File: config.mk
export PLATFORM = sky130hd
export DESIGN_NAME = video_region_gen
export DESIGN_NICKNAME = d
export VERILOG_FILES = /design/src/rtl/video_timing_pkg.sv /design/src/rtl/video_region_hit.sv /design/src/rtl/video_region_gen.sv
export SDC_FILE = /design/constraint.sdc
export NUM_CORES = 1
export LEC_CHECK = 0
export BUFFER_PORTS_ARGS = -buffer_cell sky130_fd_sc_hd__buf_2
export CORE_ASPECT_RATIO = 1.5
export CORE_UTILIZATION = 35
export DETAILED_ROUTE_END_ITERATION = 16
export PLACE_DENSITY = 0.64
export SKIP_CTS_REPAIR_TIMING = 1
export SKIP_LAST_GASP = 1
export SLEW_MARGIN = 15
export SYNTH_ARGS = -nofsm -noshare
export SYNTH_HDL_FRONTEND = slang
export SYNTH_SLANG_ARGS = --single-unit
File: constraint.sdc
create_clock -name video_clk -period 6.85 [get_ports video_clk]
set_input_delay 0 -clock video_clk [delete_from_list [all_inputs] [get_ports video_clk]]
set_output_delay 0 -clock video_clk [all_outputs]
set_load 0.02 [all_outputs]
File: src/rtl/video_timing_pkg.sv
// Shared video timing presets, pixel type and line/frame length helper
// for the raster generator and its window hit logic.
package video_timing_pkg;

    typedef logic [23:0] rgb24_t;

    localparam int DEFAULT_CW = 12;

    // 1280x720 @ 60 Hz, 74.25 MHz pixel clock
    localparam int P720_H_ACTIVE  = 1280;
    localparam int P720_H_FP      = 110;
    localparam int P720_H_SYNC    = 40;
    localparam int P720_H_BP      = 220;
    localparam int P720_V_ACTIVE  = 720;
    localparam int P720_V_FP      = 5;
    localparam int P720_V_SYNC    = 5;
    localparam int P720_V_BP      = 20;

    // 1920x1080 @ 60 Hz, 148.5 MHz pixel clock
    localparam int P1080_H_ACTIVE = 1920;
    localparam int P1080_H_FP     = 88;
    localparam int P1080_H_SYNC   = 44;
    localparam int P1080_H_BP     = 148;
    localparam int P1080_V_ACTIVE = 1080;
    localparam int P1080_V_FP     = 4;
    localparam int P1080_V_SYNC   = 5;
    localparam int P1080_V_BP     = 36;

    // Total length of a line (in pixels) or a frame (in lines).
    function automatic int total_len(input int active, input int fp,
                                     input int sync, input int bp);
        return active + fp + sync + bp;
    endfunction

endpackage

File: src/rtl/video_region_hit.sv
// Rectangle hit test for one window: compares the active-area coordinate
// against the shadowed rectangle and produces the window-local coordinate.
module video_region_hit
    import video_timing_pkg::*;
#(
    parameter int CW = DEFAULT_CW
) (
    input  logic          en,
    input  logic          de,
    input  logic [CW-1:0] x,
    input  logic [CW-1:0] y,
    input  logic [CW-1:0] rx,
    input  logic [CW-1:0] ry,
    input  logic [CW-1:0] rw,
    input  logic [CW-1:0] rh,
    output logic          hit,
    output logic [CW-1:0] lx,
    output logic [CW-1:0] ly
);

    // One extra bit so a window reaching past the coordinate range cannot wrap.
    logic [CW:0] x_end;
    logic [CW:0] y_end;

    assign x_end = {1'b0, rx} + {1'b0, rw};
    assign y_end = {1'b0, ry} + {1'b0, rh};

    assign hit = en && de
              && (x >= rx) && ({1'b0, x} < x_end)
              && (y >= ry) && ({1'b0, y} < y_end);

    assign lx = x - rx;
    assign ly = y - ry;

endmodule

File: src/rtl/video_region_gen.sv
// Raster timing generator with N_REGION prioritised rectangular windows
// composited over a background colour, feeding an RGB/DE/HS/VS serializer.
module video_region_gen
    import video_timing_pkg::*;
#(
    parameter int     H_ACTIVE = P720_H_ACTIVE,
    parameter int     H_FP     = P720_H_FP,
    parameter int     H_SYNC   = P720_H_SYNC,
    parameter int     H_BP     = P720_H_BP,
    parameter int     V_ACTIVE = P720_V_ACTIVE,
    parameter int     V_FP     = P720_V_FP,
    parameter int     V_SYNC   = P720_V_SYNC,
    parameter int     V_BP     = P720_V_BP,
    parameter int     N_REGION = 2,
    parameter int     CW       = DEFAULT_CW,
    parameter bit     HS_POL   = 1'b1,
    parameter bit     VS_POL   = 1'b1,
    parameter rgb24_t BG_RGB   = 24'h000000
) (
    input  logic                   video_clk,
    input  logic                   rst,
    input  logic [N_REGION-1:0]    region_en,
    input  logic [N_REGION*CW-1:0] region_x,
    input  logic [N_REGION*CW-1:0] region_y,
    input  logic [N_REGION*CW-1:0] region_w,
    input  logic [N_REGION*CW-1:0] region_h,
    input  logic [N_REGION*24-1:0] region_rgb,
    output logic [N_REGION-1:0]    region_req,
    output logic [CW-1:0]          region_lx,
    output logic [CW-1:0]          region_ly,
    output rgb24_t                 vid_rgb,
    output logic                   vid_de,
    output logic                   vid_hs,
    output logic                   vid_vs,
    output logic                   frame_start,
    output logic                   line_start
);

    localparam int H_TOTAL = total_len(H_ACTIVE, H_FP, H_SYNC, H_BP);
    localparam int V_TOTAL = total_len(V_ACTIVE, V_FP, V_SYNC, V_BP);
    localparam int H_BLANK = H_FP + H_SYNC + H_BP;
    localparam int V_BLANK = V_FP + V_SYNC + V_BP;
    localparam int HW      = $clog2(H_TOTAL);
    localparam int VW      = $clog2(V_TOTAL);

    // ---------------- stage 0: counters and decode ----------------
    logic [HW-1:0] h_cnt_reg;
    logic [VW-1:0] v_cnt_reg;
    logic          h_last;
    logic          v_last;

    assign h_last = (h_cnt_reg == HW'(H_TOTAL - 1));
    assign v_last = (v_cnt_reg == VW'(V_TOTAL - 1));

    always_ff @(posedge video_clk) begin
        if (rst) begin
            h_cnt_reg <= '0;
            v_cnt_reg <= '0;
        end else if (h_last) begin
            h_cnt_reg <= '0;
            v_cnt_reg <= v_last ? '0 : v_cnt_reg + 1'b1;
        end else begin
            h_cnt_reg <= h_cnt_reg + 1'b1;
        end
    end

    logic          frame_origin;
    logic          hs_act;
    logic          vs_act;
    logic          de_act;
    logic [HW-1:0] h_off;
    logic [VW-1:0] v_off;
    logic [CW-1:0] x_pos;
    logic [CW-1:0] y_pos;

    assign frame_origin = (h_cnt_reg == '0) && (v_cnt_reg == '0);
    assign hs_act = (h_cnt_reg >= HW'(H_FP)) && (h_cnt_reg < HW'(H_FP + H_SYNC));
    assign vs_act = (v_cnt_reg >= VW'(V_FP)) && (v_cnt_reg < VW'(V_FP + V_SYNC));
    assign de_act = (h_cnt_reg >= HW'(H_BLANK)) && (v_cnt_reg >= VW'(V_BLANK));
    assign h_off  = h_cnt_reg - HW'(H_BLANK);
    assign v_off  = v_cnt_reg - VW'(V_BLANK);
    assign x_pos  = CW'(h_off);
    assign y_pos  = CW'(v_off);

    // ---------------- shadow registers and per-window hit tests ----------------
    logic [N_REGION-1:0] hit_vec;
    logic [CW-1:0]       lx_arr [N_REGION];
    logic [CW-1:0]       ly_arr [N_REGION];

    for (genvar gi = 0; gi < N_REGION; gi++) begin : g_region
        logic          sh_en_reg;
        logic [CW-1:0] sh_x_reg;
        logic [CW-1:0] sh_y_reg;
        logic [CW-1:0] sh_w_reg;
        logic [CW-1:0] sh_h_reg;

        // Geometry is only sampled at the frame origin so updates never tear.
        always_ff @(posedge video_clk) begin
            if (rst) begin
                sh_en_reg <= 1'b0;
                sh_x_reg  <= '0;
                sh_y_reg  <= '0;
                sh_w_reg  <= '0;
                sh_h_reg  <= '0;
            end else if (frame_origin) begin
                sh_en_reg <= region_en[gi];
                sh_x_reg  <= region_x[gi*CW +: CW];
                sh_y_reg  <= region_y[gi*CW +: CW];
                sh_w_reg  <= region_w[gi*CW +: CW];
                sh_h_reg  <= region_h[gi*CW +: CW];
            end
        end

        video_region_hit #(.CW(CW)) u_hit (
            .en  (sh_en_reg),
            .de  (de_act),
            .x   (x_pos),
            .y   (y_pos),
            .rx  (sh_x_reg),
            .ry  (sh_y_reg),
            .rw  (sh_w_reg),
            .rh  (sh_h_reg),
            .hit (hit_vec[gi]),
            .lx  (lx_arr[gi]),
            .ly  (ly_arr[gi])
        );
    end

    // Lowest index wins.
    logic [N_REGION-1:0] win_req;
    logic [CW-1:0]       win_lx;
    logic [CW-1:0]       win_ly;
    logic                win_found;

    always_comb begin
        win_req   = '0;
        win_lx    = '0;
        win_ly    = '0;
        win_found = 1'b0;
        for (int i = 0; i < N_REGION; i++) begin
            if (hit_vec[i] && !win_found) begin
                win_found  = 1'b1;
                win_req[i] = 1'b1;
                win_lx     = lx_arr[i];
                win_ly     = ly_arr[i];
            end
        end
    end

    // ---------------- stage 1 ----------------
    logic                de1_reg;
    logic                hs1_reg;
    logic                vs1_reg;
    logic                fs1_reg;
    logic                ls1_reg;
    logic [N_REGION-1:0] req1_reg;
    logic [CW-1:0]       lx1_reg;
    logic [CW-1:0]       ly1_reg;

    always_ff @(posedge video_clk) begin
        if (rst) begin
            de1_reg  <= 1'b0;
            hs1_reg  <= !HS_POL;
            vs1_reg  <= !VS_POL;
            fs1_reg  <= 1'b0;
            ls1_reg  <= 1'b0;
            req1_reg <= '0;
            lx1_reg  <= '0;
            ly1_reg  <= '0;
        end else begin
            de1_reg  <= de_act;
            hs1_reg  <= hs_act ? HS_POL : !HS_POL;
            vs1_reg  <= vs_act ? VS_POL : !VS_POL;
            fs1_reg  <= frame_origin;
            ls1_reg  <= (h_cnt_reg == '0);
            req1_reg <= win_req;
            lx1_reg  <= win_lx;
            ly1_reg  <= win_ly;
        end
    end

    assign region_req = req1_reg;
    assign region_lx  = lx1_reg;
    assign region_ly  = ly1_reg;

    // ---------------- stage 2 ----------------
    // The select is registered here while the pixel itself is muxed straight
    // from region_rgb, so a source with a one-cycle registered read lands on
    // the same output cycle as the rest of vid_*.
    logic                de2_reg;
    logic                hs2_reg;
    logic                vs2_reg;
    logic                fs2_reg;
    logic                ls2_reg;
    logic [N_REGION-1:0] sel2_reg;

    always_ff @(posedge video_clk) begin
        if (rst) begin
            de2_reg  <= 1'b0;
            hs2_reg  <= !HS_POL;
            vs2_reg  <= !VS_POL;
            fs2_reg  <= 1'b0;
            ls2_reg  <= 1'b0;
            sel2_reg <= '0;
        end else begin
            de2_reg  <= de1_reg;
            hs2_reg  <= hs1_reg;
            vs2_reg  <= vs1_reg;
            fs2_reg  <= fs1_reg;
            ls2_reg  <= ls1_reg;
            sel2_reg <= req1_reg;
        end
    end

    always_comb begin
        vid_rgb = de2_reg ? BG_RGB : 24'h000000;
        for (int i = 0; i < N_REGION; i++) begin
            if (sel2_reg[i]) begin
                vid_rgb = region_rgb[i*24 +: 24];
            end
        end
    end

    assign vid_de      = de2_reg;
    assign vid_hs      = hs2_reg;
    assign vid_vs      = vs2_reg;
    assign frame_start = fs2_reg;
    assign line_start  = ls2_reg;

endmodule

==> flow_metrics.env, run 1 <==
export IMPL_status="complete, no violations"
export IMPL_post_dp_hpwl_um=24300
export IMPL_cts_buffers=17
export IMPL_clock_path_buffers=2
export IMPL_cp_arrival_ns=4.88
export IMPL_worstMarginPinSlew_ns=1.03
export IMPL_synth_enable_flop_cells=0
export IMPL_ios=203
export IMPL_num_vias=10571
export IMPL_p_sw_mw=0.920
export IMPL_rsz0062_at_grt="no"
export IMPL_grt_pass1_vias=9993
export IMPL_gp_congestion=0.864
export IMPL_syn_nets=1657
export IMPL_dieArea_um2=32100
export IMPL_path_clk_slew_ns=0.07
export IMPL_ys_ff_latch=157
export IMPL_grt_total_usage=0.193
export IMPL_final_layout_size_suffix_gt1_frac=0.161
export IMPL_fillers=3054
export IMPL_initial_utilization=0.355
export IMPL_ys_warn_count=0
export IMPL_start_kind="flop"
export IMPL_drt_iter0_drc=614
export IMPL_irDropWorstVdd_v=0.000174
export IMPL_synth_simple_area_share=0.184
export IMPL_cts_root_buffer="clkbuf_16"
export IMPL_fin_worst_skew_ns=0.00733
export IMPL_syn_to_final_growth_pct=28.0
export IMPL_cts_tree="done"
export IMPL_synth_top_family_by_area="compound AO/OA/AOI/OAI gates"
export IMPL_maxSlewHeadroom=0.313
export IMPL_portBuffers=202
export IMPL_clock_fmax_ghz=0.221
export IMPL_die_height_um=219
export IMPL_grt_max_degree=99
export IMPL_ys_flop_type="dfxtp_1"
export IMPL_setup_worst_path_end_class="flop"
export IMPL_crit_slowest_cell="dfxtp_1"
export IMPL_setup_violations_final=0
export IMPL_utilization=0.454
export IMPL_synthesis_area_um2=11000
export IMPL_power_leakage_nw=6.30
export IMPL_fin_area_um2=14000
export IMPL_dr_pass1_iters=5
export IMPL_slew_viol_final=0
export IMPL_p_int_mw=1.96
export IMPL_worstSkewPairLatency_ns=0.44
export IMPL_drc=0
export IMPL_wl_per_cell_um=15.4
export IMPL_synthCells=1367
export IMPL_htreeDepth=4
export IMPL_via_per_inst=5.10
export IMPL_antenna_cells=0
export IMPL_fp_dieW_um=147
export IMPL_async_flop_share=0
export IMPL_synthAdderAreaFrac=0.174
export IMPL_placed_area_um2=12300
export IMPL_grt_overflow_total=0
export IMPL_hold_ws_ns=0.0634
export IMPL_hold_viol_final=0
export IMPL_clock_sinks=157
export IMPL_critPathMaxStageDelay_ns=0.55
export IMPL_clkPwrFrac=0.344
export IMPL_row_count=79
export IMPL_required_ns=7.20
export IMPL_crit_fanout=25
export IMPL_layout_min_cycle_time_ns=4.53
export IMPL_path_class="flop to flop"
export IMPL_synthXorXnorAreaFrac=0.0767
export IMPL_yosys_cell_types_count=72
export IMPL_design_core_area_um2=30900
export IMPL_synth_area_mux_share=0
export IMPL_hold_path_class="input port to flop"
export IMPL_p_per_area_nw_per_um2=205
export IMPL_power_frac_comb=0.299
export IMPL_seq_area_frac_synth=0.286
export IMPL_seq_power_share=0.357
export IMPL_synth_compound_area_frac=0.225
export IMPL_grt_pass1_wl_um=48100
export IMPL_drv_cap=0
export IMPL_crit_chain="inv_1 -> ha_1 -> nor2b_1 -> nor2b_1 -> xor2_1 -> ha_1 -> or2_2 -> o2111ai_1 -> nand2_1 -> a311o_1 -> a211oi_2 -> a211oi_1 -> a32oi_2 -> nand3_4 -> o32ai_2"
export IMPL_antenna_found_initial=0
export IMPL_ant_nets=0
export IMPL_timing_final_crit_share=0.661
export IMPL_avgSynthCellArea_um2=8.03
export IMPL_final_nets=1944
export IMPL_routed_wl_um=32000
export IMPL_setup_tns_ns=0
export IMPL_switching_share=0.320
==> Yosys cell counts (16+ instances only) <==
master,number,area share
nand2_1,244,0.083
a21oi_1,168,0.077
dfxtp_1,157,0.29
ha_1,134,0.15
inv_1,82,0.028
nor2_1,66,0.023
xor2_1,50,0.040
o21ai_0,48,0.022
xnor2_1,43,0.034
clkbuf_1,35,0.012
nor2b_1,25,0.014
a21o_1,24,0.016
a22o_1,24,0.019
nand3_1,17,0.0078
o21a_1,17,0.012
nor3_1,16,0.0073
==> critical path: cells and delay by family, from the launching register on <==
family                     cells  cell delay (ns)
xor gates and xnor gates       1             0.38
and+or+nand+nor                5             1.07
AOI/OAI and AO/OA              6             1.50
buffers and inverters          1             0.28
adders and majority gates      2             0.64
DFF                            1             0.55
==> path summary, 6_finish.rpt <==
path,cells after the start,slack [ns],endpoint,from
max,15,2.32,region_ly[9]$_SDFF_PP0_,h_cnt_reg[1]$_SDFF_PP0_
min,2,0.06,de1_reg$_SDFF_PP0_,rst
max reg2reg,15,2.32,region_ly[9]$_SDFF_PP0_,h_cnt_reg[1]$_SDFF_PP0_
min reg2reg,1,0.44,vid_de$_SDFF_PP0_,de1_reg$_SDFF_PP0_
==> power by group through the flow <==
stage	sequential (mW)	clock, mW	combinational (mW)
2_1_floorplan	1.03	0	0.606
3_3_place_gp	1.05	0	0.784
3_5_place_dp	1.05	0	0.799
4_1_cts	1.03	1.01	0.806
5_1_grt	1.04	1.05	0.974
6_report	1.03	0.992	0.860
==> metal layers <==
layer / part of all wire / track usage / wire length (um)
met1: 0.37 / 0.180 / 11800
met2: 0.54 / 0.386 / 17300
met3: 0.034 / 0.0304 / 1100
met4: 0.056 / 0.122 / 1780
met5: 0 / 0 / 0
==> area by class of cell <==
type | instances | area [um^2] | share of cell area
flip-flops and latches | 157 | 3140 | 0.224
clock inverters | 10 | 139 | 0.00989
repair buffers | 326 | 2240 | 0.159
inverters | 84 | 315 | 0.0224
clock buffers | 21 | 470 | 0.0335
multi-input cells | 1068 | 7240 | 0.515
well taps | 405 | 507 | 0.0361
==> placed cells by master (no fill, tap or decap), types with 8 or more instances in the layout <==
cell type	netlist	layout
nand2_1	244	244
buf_2	14	201
a21oi_1	168	168
dfxtp_1	157	157
ha_1	134	134
dlygate4sd3_1	0	118
inv_1	82	82
nor2_1	66	66
xor2_1	50	50
o21ai_0	48	48
xnor2_1	43	43
nor2b_1	25	25
a21o_1	24	24
a22o_1	24	24
o21a_1	17	17
nand3_1	17	17
clkbuf_16	0	17
nor3_1	16	16
nand2b_1	15	15
a211oi_1	12	12
nand4_1	12	12
o22ai_2	10	10
o22ai_1	10	10
and3_1	9	9
or3_1	9	9
or2_2	8	9
fa_1	8	8
==> through the flow <==
step	cells	total power, mW	setup slack, ns
CTS	1953	2.85	2.26
detailed placement	1922	1.85	2.29
finish	2071	2.88	2.32
floorplan	1367	1.63	3.04
global placement	1922	1.83	2.46
global route	2071	3.05	2.02
==> cell families (layout without fill, tap and decap cells) <==
kind of cell | Yosys count | after routing
flip-flops | 157 | 157
AO/OA/AOI/OAI | 380 | 380
XOR/XNOR | 94 | 94
AND/OR/NAND/NOR | 445 | 445
buffers and inverters | 142 | 441
adder cells (fa/ha/maj) | 149 | 149
Note: power is estimated with default switching activity, not from simulation.
==> run 2, diff against run 1 <==
--- a/config.mk
+++ b/config.mk
@@ -5,6 +5,7 @@
 export SDC_FILE = /design/constraint.sdc
 export NUM_CORES = 1
 export LEC_CHECK = 0
+export ABC_AREA = 1
 export BUFFER_PORTS_ARGS = -buffer_cell sky130_fd_sc_hd__buf_2
 export CORE_ASPECT_RATIO = 1.5
 export CORE_UTILIZATION = 35
==> constraint.sdc (replaced) <==
create_clock -name video_clk -period 4.6 [get_ports video_clk]
set_input_delay 0 -clock video_clk [delete_from_list [all_inputs] [get_ports video_clk]]
set_output_delay 0 -clock video_clk [all_outputs]
set_load 0.02 [all_outputs]
==> run 2 against run 1 <==
Sequential share of layout area shrank 1.0 points. Worst setup slack lost 1.6 ns. Combinational power increased by 80%. Clock power rose by 52%. Routed wire length rose by 15%. Global-route usage grew 2.1 points. Cell area up 4.9%. Non-clock buffer count fell by 12. Die area up 6.4%. Cell count grew 15%. Total power grew 60%. Clock skew grew 0.0039 ns. Critical path type unchanged. Largest power group is now combinational cells.
==> flow_metrics.env, run 2 <==
export IMPL_ios=203
export IMPL_crit_slowest_cell="xor2_1"
export IMPL_synth_most_common_cell="nand2_1"
export IMPL_yosysTopAreaCell="dfxtp_1"
export IMPL_syn_to_final_growth_pct=26.1
export IMPL_critPathMaxStageDelay_ns=0.54
export IMPL_hold_ws_ns=0.313
export IMPL_antenna_cells=0
export IMPL_cp_buffers_inverters=1
export IMPL_seq_area_frac_synth=0.269
export IMPL_die_height_um=226
export IMPL_clock_fmax_ghz=0.258
export IMPL_avgSynthCellArea_um2=7.00
export IMPL_cts_root_buffer="clkbuf_16"
export IMPL_p_int_mw=2.97
export IMPL_setup_tns_ns=0
export IMPL_via_per_inst=4.98
export IMPL_dr_pass1_iters=5
export IMPL_num_vias=11848
export IMPL_htreeDepth=4
export IMPL_timing_final_crit_share=0.844
export IMPL_maxSlewHeadroom=0.321
export IMPL_power_frac_comb=0.337
export IMPL_final_nets=2241
export IMPL_cts_tree="done"
export IMPL_fp_dieW_um=151
export IMPL_initial_utilization=0.357
export IMPL_crit_family="simple AND/OR/NAND/NOR gates"
export IMPL_final_layout_size_suffix_gt1_frac=0.159
export IMPL_required_ns=4.99
export IMPL_drv_cap=0
export IMPL_grt_overflow_total=0
export IMPL_synth_area_leaders="dfxtp_1, ha_1, nand2_1, a21oi_1, inv_1"
export IMPL_fin_worst_skew_ns=0.0112
export IMPL_grt_pass1_wl_um=55700
export IMPL_async_flop_share=0
export IMPL_wl_per_cell_um=15.4
export IMPL_ys_ff_latch=157
export IMPL_synth_common_cells="nand2_1, inv_1, dfxtp_1"
export IMPL_crit_fanout=17
export IMPL_clock_sinks=157
export IMPL_p_per_area_nw_per_um2=312
export IMPL_ys_flop_type="dfxtp_1"
export IMPL_portBuffers=202
export IMPL_worstMarginPinSlew_ns=1.02
export IMPL_cp_arrival_ns=4.27
export IMPL_setup_violations_final=0
export IMPL_fillers=3393
export IMPL_synthesis_area_um2=11700
export IMPL_irDropWorstVdd_v=0.000250
export IMPL_gp_congestion=0.882
export IMPL_p_sw_mw=1.63
export IMPL_clock_path_buffers=2
export IMPL_synth_top_area_frac=0.269
export IMPL_crit_chain="ha_1 -> nand2_2 -> nor2_4 -> inv_1 -> nand3_1 -> xor2_1 -> ha_1 -> nand2_1 -> nor2_1 -> nand3_1 -> nand4_1 -> nor2_1 -> nor2_1 -> nand2_1 -> a21oi_1 -> nand2_1 -> nor2_4 -> nand3_4 -> o21ai_1"
export IMPL_slew_viol_final=0
export IMPL_mostFrequentLayoutCells="nand2_1, buf_2, inv_1"
export IMPL_power_leakage_nw=7.02
export IMPL_status="complete, no violations"
export IMPL_yosys_cell_types_count=49
export IMPL_synthCells=1668
export IMPL_path_clk_slew_ns=0.07
export IMPL_hold_path_class="input port to output pin"
export IMPL_start_kind="flop"
export IMPL_design_core_area_um2=32700
export IMPL_post_dp_hpwl_um=28600
export IMPL_clkPwrFrac=0.328
export IMPL_hold_viol_final=0
export IMPL_ant_nets=0
export IMPL_grt_pass1_vias=11304
export IMPL_ys_warn_count=0
export IMPL_dieArea_um2=34100
export IMPL_cts_buffers=17
export IMPL_syn_nets=1958
export IMPL_final_common_cell="nand2_1"
export IMPL_antenna_found_initial=0
export IMPL_layout_min_cycle_time_ns=3.88
export IMPL_routed_wl_um=36700
export IMPL_synth_enable_flop_cells=0
export IMPL_grt_max_degree=146
export IMPL_grt_total_usage=0.214
export IMPL_drt_iter0_drc=468
export IMPL_switching_share=0.355
export IMPL_row_count=81
export IMPL_setup_worst_path_end_class="flop"
export IMPL_seq_power_share=0.335
export IMPL_path_class="flop to flop"
export IMPL_rsz0062_at_grt="no"
export IMPL_drc=0
export IMPL_worstSkewPairLatency_ns=0.45
## run 2: logic make-up after synthesis
family | Yosys count | synth area share
compound gates | 273 | 0.138
simple gates | 783 | 0.300
fa+ha+maj | 142 | 0.157
flops | 157 | 0.269
xor+xnor | 71 | 0.0532
buf+inv | 242 | 0.0827
## run 2: tightest hold or removal path: stages
cell     delay, ns
buf_2         0.07
nand2_1       0.04
nand2_1       0.05
buf_2         0.15
## run 2: routing by layer
| layer | up-vias | routed length, um | global-route usage |
|---|---|---|---|
| li1 | 6097 | - | - |
| met1 | 5387 | 13700 | 0.209 |
| met2 | 282 | 20000 | 0.417 |
| met3 | 82 | 1200 | 0.0339 |
| met4 | 0 | 1770 | 0.114 |
| met5 | - | 0 | 0 |
## run 2: worst paths after layout
kind,startpoint,end,slack (ns),cells past startpoint
setup / recovery,v_cnt_reg[1]$_SDFFE_PP0P_,region_ly[0]$_SDFF_PP0_,0.72,19
hold / removal,region_rgb[41],vid_rgb[17],0.31,4
setup reg to reg,v_cnt_reg[1]$_SDFFE_PP0P_,region_ly[0]$_SDFF_PP0_,0.72,19
hold reg to reg,hs1_reg$_SDFF_PP0_,vid_hs$_SDFF_PP0_,0.40,2
## run 2: area by class of cell
class | instances | area [um^2] | share of cell area
multi-input cells | 1269 | 7580 | 0.515
flip-flops and latches | 157 | 3140 | 0.213
repair buffers | 314 | 2150 | 0.146
inverters | 192 | 723 | 0.0491
well taps | 415 | 519 | 0.0352
clock buffers | 21 | 460 | 0.0313
clock inverters | 11 | 158 | 0.0107
## run 2: per-stage QoR
| step | utilization | power, mW | worst slack [ns] | instances | area, um^2 |
|---|---|---|---|---|---|
| after floorplan | - | 2.61 | 1.65 | 1668 | 11700 |
| after global placement | 0.398 | 3.03 | 0.747 | 2240 | 13000 |
| after detailed placement | 0.398 | 3.04 | 0.655 | 2240 | 13000 |
| after CTS | 0.417 | 4.58 | 0.623 | 2272 | 13700 |
| after global routing | 0.450 | 4.91 | 0.264 | 2379 | 14700 |
| final | 0.450 | 4.60 | 0.720 | 2379 | 14700 |
## run 2: power groups by stage
stage,logic (mW),registers (mW),clock network [mW]
after global placement,1.46,1.57,0
after global routing,1.76,1.55,1.60
final,1.55,1.54,1.51
after CTS,1.48,1.54,1.55
after floorplan,1.07,1.54,0
after detailed placement,1.47,1.57,0
==> run 3, diff against run 2 <==
--- a/config.mk
+++ b/config.mk
@@ -10,7 +10,7 @@
 export CORE_ASPECT_RATIO = 1.5
 export CORE_UTILIZATION = 35
 export DETAILED_ROUTE_END_ITERATION = 16
-export PLACE_DENSITY = 0.64
+export PLACE_DENSITY = 0.66
 export SKIP_CTS_REPAIR_TIMING = 1
 export SKIP_LAST_GASP = 1
 export SLEW_MARGIN = 15
==> constraint.sdc (replaced) <==
create_clock -name video_clk -period 3.4 [get_ports video_clk]
set_input_delay 0 -clock video_clk [delete_from_list [all_inputs] [get_ports video_clk]]
set_output_delay 0 -clock video_clk [all_outputs]
set_load 0.02 [all_outputs]
==> run 3 against run 2 <==
Non-clock buffer count is 37 higher. Sequential power is 35% higher. The flow now finishes with violations (negative hold slack). Critical path depth increased by 3. Register-to-register slack got worse by 0.71 ns.
==> flow_metrics.env, run 3 (synthesis gave the netlist of run 2 again) <==
export IMPL_grt_max_degree=84
export IMPL_required_ns=3.75
export IMPL_row_count=81
export IMPL_final_layout_size_suffix_gt1_frac=0.187
export IMPL_antenna_cells=0
export IMPL_setup_worst_path_end_class="flop"
export IMPL_drc=0
export IMPL_slew_viol_final=0
export IMPL_p_int_mw=3.80
export IMPL_worstMarginPinSlew_ns=0.869
export IMPL_clock_fmax_ghz=0.295
export IMPL_crit_fanout=7
export IMPL_die_height_um=226
export IMPL_hold_path_class="input port to flop"
export IMPL_wl_per_cell_um=15.2
export IMPL_dr_pass1_iters=4
export IMPL_timing_final_crit_share=0.999
export IMPL_cp_arrival_ns=3.74
export IMPL_mostFrequentLayoutCells="nand2_1, buf_2, inv_1"
export IMPL_dieArea_um2=34100
export IMPL_clock_sinks=157
export IMPL_fp_dieW_um=151
export IMPL_htreeDepth=4
export IMPL_p_per_area_nw_per_um2=399
export IMPL_ant_nets=0
export IMPL_hold_ws_ns=-0.0127
export IMPL_ios=203
export IMPL_clkPwrFrac=0.306
export IMPL_seq_power_share=0.345
export IMPL_maxSlewHeadroom=0.420
export IMPL_rsz0062_at_grt="yes"
export IMPL_switching_share=0.368
export IMPL_syn_to_final_growth_pct=29.3
export IMPL_gp_congestion=0.892
export IMPL_routed_wl_um=36800
export IMPL_final_common_cell="nand2_1"
export IMPL_grt_total_usage=0.210
export IMPL_fin_cells=2417
export IMPL_path_class="flop to flop"
export IMPL_design_core_area_um2=32700
export IMPL_path_clk_slew_ns=0.07
export IMPL_post_dp_hpwl_um=28600
export IMPL_p_sw_mw=2.22
export IMPL_drv_cap=0
export IMPL_drt_iter0_drc=507
export IMPL_cts_buffers=17
export IMPL_violations="negative hold slack"
export IMPL_power_frac_comb=0.348
export IMPL_fin_worst_skew_ns=0.0108
export IMPL_start_kind="flop"
export IMPL_setup_violations_final=0
export IMPL_grt_pass1_vias=11204
export IMPL_irDropWorstVdd_v=0.000298
export IMPL_cts_root_buffer="clkbuf_16"
export IMPL_initial_utilization=0.357
export IMPL_num_vias=12002
export IMPL_grt_pass1_wl_um=54700
export IMPL_cts_tree="done"
export IMPL_layout_min_cycle_time_ns=3.40
export IMPL_power_leakage_nw=7.18
export IMPL_antenna_found_initial=0
export IMPL_hold_viol_final=9
export IMPL_dp_cells=2271
export IMPL_clock_path_buffers=2
export IMPL_grt_overflow_total=0
export IMPL_worstSkewPairLatency_ns=0.46
export IMPL_status="finished with violations"
export IMPL_portBuffers=202
export IMPL_via_per_inst=4.97
export IMPL_final_nets=2279
[run 3: cell count changes in the layout (fill, tap and decap cells not counted), sizes merged, moves of 2 or more]
cell,delta
dlygate4sd3,-7
clkbuf,+2
clkinvlp,+3
bufinv,-3
buf,+42
[run 3: through the flow]
stage	utilization	power (mW)	TNS (ns)	area (um^2)	worst slack (ns)
floorplan	-	3.53	0	11700	0.452
global placement	0.406	4.09	0	13300	0.0297
detailed placement	0.406	4.12	-3.17	13300	-0.154
CTS	0.423	5.97	-4.00	13800	-0.186
global route	0.461	6.42	-4.70	15100	-0.211
finish	0.461	6.02	0	15100	0.00476
[run 3: path summary, 6_finish.rpt]
kind                              from  cells past startpoint  slack [ns]                                   end
max reg2reg  v_cnt_reg[2]$_SDFFE_PP0P_                     22       0.005               region_lx[2]$_SDFF_PP0_
min                                rst                      2       -0.01  g_region[1].sh_h_reg[9]$_SDFFE_PP0P_
max          v_cnt_reg[2]$_SDFFE_PP0P_                     22       0.005               region_lx[2]$_SDFF_PP0_
min reg2reg         fs1_reg$_SDFF_PP0_                      2        0.40                frame_start$_SDFF_PP0_
[run 3: layer usage]
layer / part of all wire / track usage / vias to the layer above / wire, um
li1: - / - / 6186 / -
met1: 0.38 / 0.205 / 5462 / 13800
met2: 0.54 / 0.407 / 282 / 20000
met3: 0.035 / 0.0293 / 72 / 1280
met4: 0.047 / 0.126 / 0 / 1720
met5: 0 / 0 / - / 0
[run 3: layout make-up]
| cell class | instances | area [um^2] |
|---|---|---|
| Tap cell | 415 | 519 |
| Multi-Input combinational cell | 1270 | 7690 |
| Clock inverter | 11 | 86.3 |
| Inverter | 192 | 723 |
| Sequential cell | 157 | 3150 |
| Timing Repair Buffer | 351 | 2480 |
| Clock buffer | 21 | 460 |
| Fill cell | 3310 | 17600 |
[run 3: power by group through the flow]
| stage | logic (mW) | registers, mW | clock network, mW |
|---|---|---|---|
| after detailed placement | 1.99 | 2.12 | 0 |
| after global routing | 2.38 | 2.10 | 1.94 |
| after global placement | 1.97 | 2.12 | 0 |
| after floorplan | 1.45 | 2.09 | 0 |
| final | 2.10 | 2.08 | 1.84 |
| after CTS | 2.01 | 2.08 | 1.89 |
[run 3: worst max-delay path, stage by stage (launching register included)]
cell     delay (ns)
dfxtp_2        0.34
ha_4           0.16
nand2_2        0.09
nor2_4         0.06
inv_2          0.07
nand3_4        0.07
nor3_4         0.16
xor2_2         0.32
buf_4          0.20
ha_4           0.13
nand2_1        0.07
inv_2          0.06
nand3_1        0.08
nor4_2         0.29
nor2_1         0.08
nor3_2         0.17
nand2_1        0.10
a21oi_4        0.15
nand3_4        0.16
buf_4          0.18
buf_4          0.13
nand3_4        0.13
o21ai_2        0.06
